File: config.mk
export PLATFORM = sky130hd
export DESIGN_NAME = mem_arbiter
export DESIGN_NICKNAME = d
export VERILOG_FILES = /design/src/rtl/mem_arbiter.sv
export SDC_FILE = /design/constraint.sdc
export NUM_CORES = 1
export LEC_CHECK = 0
export CAP_MARGIN = 20
export CORE_MARGIN = 2
export CORE_UTILIZATION = 34
export DETAILED_ROUTE_END_ITERATION = 12
export PLACE_DENSITY = 0.93
export SYNTH_ARGS = -nofsm -noshare
export SYNTH_HDL_FRONTEND = slang
export SYNTH_SLANG_ARGS = --single-unit
File: constraint.sdc
create_clock -name clk -period 2.2 [get_ports clk]
set_input_delay 0.66 -clock clk [delete_from_list [all_inputs] [get_ports clk]]
set_output_delay 0.66 -clock clk [all_outputs]
set_load 0.01 [all_outputs]
File: src/rtl/mem_arbiter.sv
`default_nettype none
// ============================================================================
//  Module   : mem_arbiter
//  Purpose  : Shares one external memory port between instruction fetch
//             (port i, read-only) and the load/store unit (port d,
//             read/write). Data port has priority; fetch is forced through
//             after STARVE_LIMIT consecutive data grants while it waits.
//             A requester that drops valid mid-transaction (flush) is
//             parked in ABORT until the memory finishes, and the response
//             is discarded.
//  Ports    : clk, rst                 clock, synchronous active-high reset
//             i_valid/i_ready/i_addr/i_rdata
//                                      fetch port (valid held until ready)
//             d_valid/d_ready/d_addr/d_wdata/d_wstrb/d_rdata
//                                      data port, wstrb==0 means load
//             mem_valid/mem_ready/mem_addr/mem_wdata/mem_wstrb/mem_rdata
//                                      downstream memory port
//             owner                    state: 00 IDLE 01 GNT_I 10 GNT_D 11 ABORT
//  Revision : 1.0  initial release
// ============================================================================
module mem_arbiter #(
    parameter int STARVE_LIMIT = 4
) (
    input  logic        clk,
    input  logic        rst,
    input  logic        i_valid,
    output logic        i_ready,
    input  logic [31:0] i_addr,
    output logic [31:0] i_rdata,
    input  logic        d_valid,
    output logic        d_ready,
    input  logic [31:0] d_addr,
    input  logic [31:0] d_wdata,
    input  logic [3:0]  d_wstrb,
    output logic [31:0] d_rdata,
    output logic        mem_valid,
    input  logic        mem_ready,
    output logic [31:0] mem_addr,
    output logic [31:0] mem_wdata,
    output logic [3:0]  mem_wstrb,
    input  logic [31:0] mem_rdata,
    output logic [1:0]  owner
);

    localparam logic [1:0] c_IDLE  = 2'b00;
    localparam logic [1:0] c_GNT_I = 2'b01;
    localparam logic [1:0] c_GNT_D = 2'b10;
    localparam logic [1:0] c_ABORT = 2'b11;

    localparam logic [3:0] c_STARVE_LIMIT = 4'(STARVE_LIMIT);

    logic [1:0] r_state;
    logic       r_abort_port;   // 0: fetch was aborted, 1: data was aborted
    logic [3:0] r_starve;

    logic w_completing;
    logic w_arb;
    logic w_i_cand;
    logic w_d_cand;
    logic w_force_i;
    logic w_win_i;
    logic w_win_d;
    logic w_unused_abort;

    // Abort origin is held for debug visibility only; nothing downstream
    // needs it because the response is dropped regardless of port.
    assign w_unused_abort = r_abort_port;

    // A granted transaction finishing this cycle; ABORT completions do not
    // count since no re-arbitration happens on them.
    assign w_completing = mem_ready && ((r_state == c_GNT_I) || (r_state == c_GNT_D));
    assign w_arb        = (r_state == c_IDLE) || w_completing;

    // The port being served still has valid high in its completion cycle,
    // so it must be excluded or it would be granted twice.
    assign w_i_cand  = w_arb && i_valid && (r_state != c_GNT_I);
    assign w_d_cand  = w_arb && d_valid && (r_state != c_GNT_D);
    assign w_force_i = w_i_cand && (r_starve == c_STARVE_LIMIT);
    assign w_win_d   = w_d_cand && !w_force_i;
    assign w_win_i   = w_i_cand && !w_win_d;

    assign mem_valid = (r_state != c_IDLE);
    assign owner     = r_state;
    assign i_ready   = (r_state == c_GNT_I) && mem_ready;
    assign d_ready   = (r_state == c_GNT_D) && mem_ready;
    assign i_rdata   = mem_rdata;
    assign d_rdata   = mem_rdata;

    always_ff @(posedge clk) begin
        if (rst) begin
            r_state      <= c_IDLE;
            r_abort_port <= 1'b0;
            r_starve     <= 4'd0;
            mem_addr     <= 32'd0;
            mem_wdata    <= 32'd0;
            mem_wstrb    <= 4'd0;
        end else begin
            if (w_win_i) begin
                r_starve <= 4'd0;
            end else if (w_win_d && i_valid) begin
                if (r_starve < c_STARVE_LIMIT) begin
                    r_starve <= r_starve + 4'd1;
                end
            end else if ((r_state == c_IDLE) && !i_valid) begin
                r_starve <= 4'd0;
            end

            if (w_win_d) begin
                r_state   <= c_GNT_D;
                mem_addr  <= d_addr;
                mem_wdata <= d_wdata;
                mem_wstrb <= d_wstrb;
            end else if (w_win_i) begin
                r_state   <= c_GNT_I;
                mem_addr  <= i_addr;
                mem_wdata <= 32'd0;
                mem_wstrb <= 4'd0;
            end else begin
                case (r_state)
                    c_IDLE: begin
                        r_state <= c_IDLE;
                    end
                    c_GNT_I: begin
                        if (mem_ready) begin
                            r_state <= c_IDLE;
                        end else if (!i_valid) begin
                            r_state      <= c_ABORT;
                            r_abort_port <= 1'b0;
                        end
                    end
                    c_GNT_D: begin
                        if (mem_ready) begin
                            r_state <= c_IDLE;
                        end else if (!d_valid) begin
                            r_state      <= c_ABORT;
                            r_abort_port <= 1'b1;
                        end
                    end
                    c_ABORT: begin
                        // Downstream request stays driven so stores land;
                        // the late response is swallowed here.
                        if (mem_ready) begin
                            r_state <= c_IDLE;
                        end
                    end
                    default: begin
                        r_state <= c_IDLE;
                    end
                endcase
            end
        end
    end

endmodule
`default_nettype wire

==> results_dict.tcl, run 1 <==
set metrics [dict create \
    status "completed" \
    core.rowCount 37 \
    diodes 0 \
    cap_violations 0 \
    internal_power_w 0.00442 \
    synth_area_leader_cell "dfxtp_1" \
    finalCriticalPeriod_ps 2100 \
    slowest_stage "dfxtp_2" \
    cp_cell_sequence "inv_1, ha_2, inv_1, dlygate4sd2_1" \
    layout_commonest_cell "clkdlybuf4s50_1" \
    worst_pin_slew_ps 574 \
    fp.dieH_um 106 \
    dp.final_hpwl_mm 8.02 \
    hold_class "register to register" \
    clock.fmax_mhz 476 \
    grt_antenna_before_repair 0 \
    cp_common_cell "inv_1" \
    clk_pin_slew_ps 80 \
    syn_inst 419 \
    power.total_w 0.00708 \
    clock_tree.htree_level_count 3 \
    period_share 0.955 \
    cts_tree "yes" \
    power_density_nw_per_um2 1330 \
    initial_core_util 0.349 \
    avgSynthCellArea_um2 8.51 \
    power.switching_w 0.00266 \
    die_x_um 106 \
    top_usage_layer "met2" \
    dp_cells 657 \
    grt_max_degree 43 \
    grt_overflow 0 \
    vias 3350 \
    power_frac_seq 0.294 \
    synth_area_leaders "dfxtp_1 42%, buf_4 14%, a311oi_1 7.9%, a22oi_1 7.6%, nor2_1 7.6%" \
    p_sw_frac 0.376 \
    drt_first_iter_violations 170 \
    fillCellCount 902 \
    synth_edf_count 0 \
    setup_violations 0 \
    use_met3 0.0668 \
    yosysSeqAreaShare 0.415 \
    leakage_nw 2.05 \
    clk_latency_ps 350 \
    track_usage 0.185 \
    drive_gt1_frac 0.0967 \
    first_pass_iters 4 \
    cp_slowest_stage_delay_ps 350 \
    met2_usage 0.348 \
    layout_common_cells "173 x clkdlybuf4s50_1, 73 x dfxtp_1, 72 x nor2_1, 65 x nand2_1, 36 x a22oi_1" \
    relSlewSlack 0.617 \
    finalClockSkew_ps 8.27 \
    hold_viol 0 \
    cts_buffers 9 \
    endpoint_kind "output pin" \
    arrival_ps 1440 \
    syn_area_um2 3570 \
    io_pins 274 \
    crit_fanout 5 \
    grt_pass1_wl_mm 16.4 \
    pwr-share-comb 0.537 \
    critPathRequiredTime_ps 1540 \
    drc 0 \
    hold_ws_ps 495 \
    start_kind "register" \
    slew_violations 0 \
    synth_nets 562 \
    gp_congestion 0.747 \
    yosysWarnings 0 \
    grt_use_met1 0.187 \
    netlist.area_leader.share 0.415 \
    rsz0062_at_grt "false" \
    synthArstFlopShare 0 \
    clkPwrFrac 0.169 \
    portBuffers 177 \
    cts_hold_buffers 0 \
    grt_pass1_vias 3366 \
    setup_slack_ps 98.4 \
    routed_wl_mm 11.2 \
    synth_cell_types 32 \
    root_buffer "clkbuf_8" \
    cts_buffer_depth 2 \
    ys.flop_type "dfxtp_1" \
    peakVddDrop_uv 537 \
    ys_ff_latch 74 \
    cts_sinks 74 \
    viasPerCell 4.97 \
    postRouteAntennaNets 0 \
    nets 676 \
    routedWlPerCell_um 16.6 \
    core_region_area_um2 10200 \
    crit_type "register to output pin" \
    dieArea_um2 11300 \
    dpl_worst_slack_ps -260 \
    stdcell_count 674 \
    synthToLayoutAreaGrowth_pct 49.5 \
]
[Yosys cell counts (all sizes together) (2+ instances only)]
cell / instances
buf: 83
dfxtp: 74
nor2: 72
nand2: 65
a22oi: 36
a311oi: 32
clkbuf: 11
ha: 6
a21oi: 5
inv: 5
a21o: 3
and2: 3
nand2b: 3
o21ai: 3
mux2: 2
nand3b: 2
nor2b: 2
or2: 2
[flip-flops by register name, indices dropped and copies added (netlist names)]
name,flops
mem_wstrb,4
r_starve,4
mem_addr,32
owner,2
mem_wdata,32
[worst max-delay path: cells and delay by family (launching register included)]
kind / cells / cell delay [ps]
buffers and inverters: 3 / 490
DFF: 1 / 350
adders and majority gates: 1 / 250
[worst paths after layout]
path               startpoint            to  slack, ps  cells past startpoint
setup reg to reg     owner[1]  mem_addr[22]        120                      7
hold / removal    r_starve[3]   r_starve[3]        490                      1
setup / recovery     owner[0]     mem_valid        100                      4
hold reg to reg   r_starve[3]   r_starve[3]        490                      1
[repair_timing]
action                     CTS  global route
setup endpoints to repair    3             3
cloned                       0             1
resized for setup            6             4
setup buffers                0             0
[stage by stage]
step / util / setup TNS (ps) / cell area [um^2]
2_1_floorplan: - / 0 / 3570
6_report: 0.521 / 0 / 5330
5_1_grt: 0.521 / 0 / 5330
4_1_cts: 0.519 / 0 / 5310
3_3_place_gp: 0.496 / -5190 / 5080
3_5_place_dp: 0.496 / -8760 / 5080
[power groups by stage]
stage | Sequential (W) | Combinational [W] | Clock, W
CTS | 0.00209 | 0.00376 | 0.00124
global placement | 0.00208 | 0.00361 | 0
detailed placement | 0.00210 | 0.00373 | 0
finish | 0.00208 | 0.00381 | 0.00119
global route | 0.00214 | 0.00412 | 0.00130
floorplan | 0.00230 | 0.00186 | 0
[layer usage]
layer	vias to the layer above	share of wire	wire length, um
met1	1561	0.37	4090
met5	-	0	0
li1	1601	-	-
met2	171	0.53	5890
met3	17	0.092	1030
met4	0	0.014	153
[kinds of logic (layout without fill, tap and decap cells)]
group / after synthesis / in the layout / synth area share
buffers and inverters: 99 / 218 / 0.186
multiplexers: 3 / 3 / 0.00912
AO/OA/AOI/OAI: 84 / 84 / 0.193
flip-flops: 74 / 74 / 0.415
adder cells (fa/ha/maj): 6 / 6 / 0.0211
AND/OR/NAND/NOR: 153 / 153 / 0.175
[layout make-up]
type	count	area [um^2]	share of cell area
clock buffer	10	138	0.0258
multi-input combinational	246	1430	0.269
clock inverter	6	90.1	0.0169
sequential	74	1480	0.278
inverter	5	18.8	0.00352
timing repair buffer	197	2000	0.375
tap	136	170	0.0319
Power figures use the tool's default switching activity.
==> inputs of run 2 (changes only) <==
--- a/config.mk
+++ b/config.mk
@@ -13,3 +13,4 @@
 export SYNTH_ARGS = -nofsm -noshare
 export SYNTH_HDL_FRONTEND = slang
 export SYNTH_SLANG_ARGS = --single-unit
+export TNS_END_PERCENT = 5
==> results of run 2 <==
The final DEF is identical to that of run 1; final timing and power are the same.
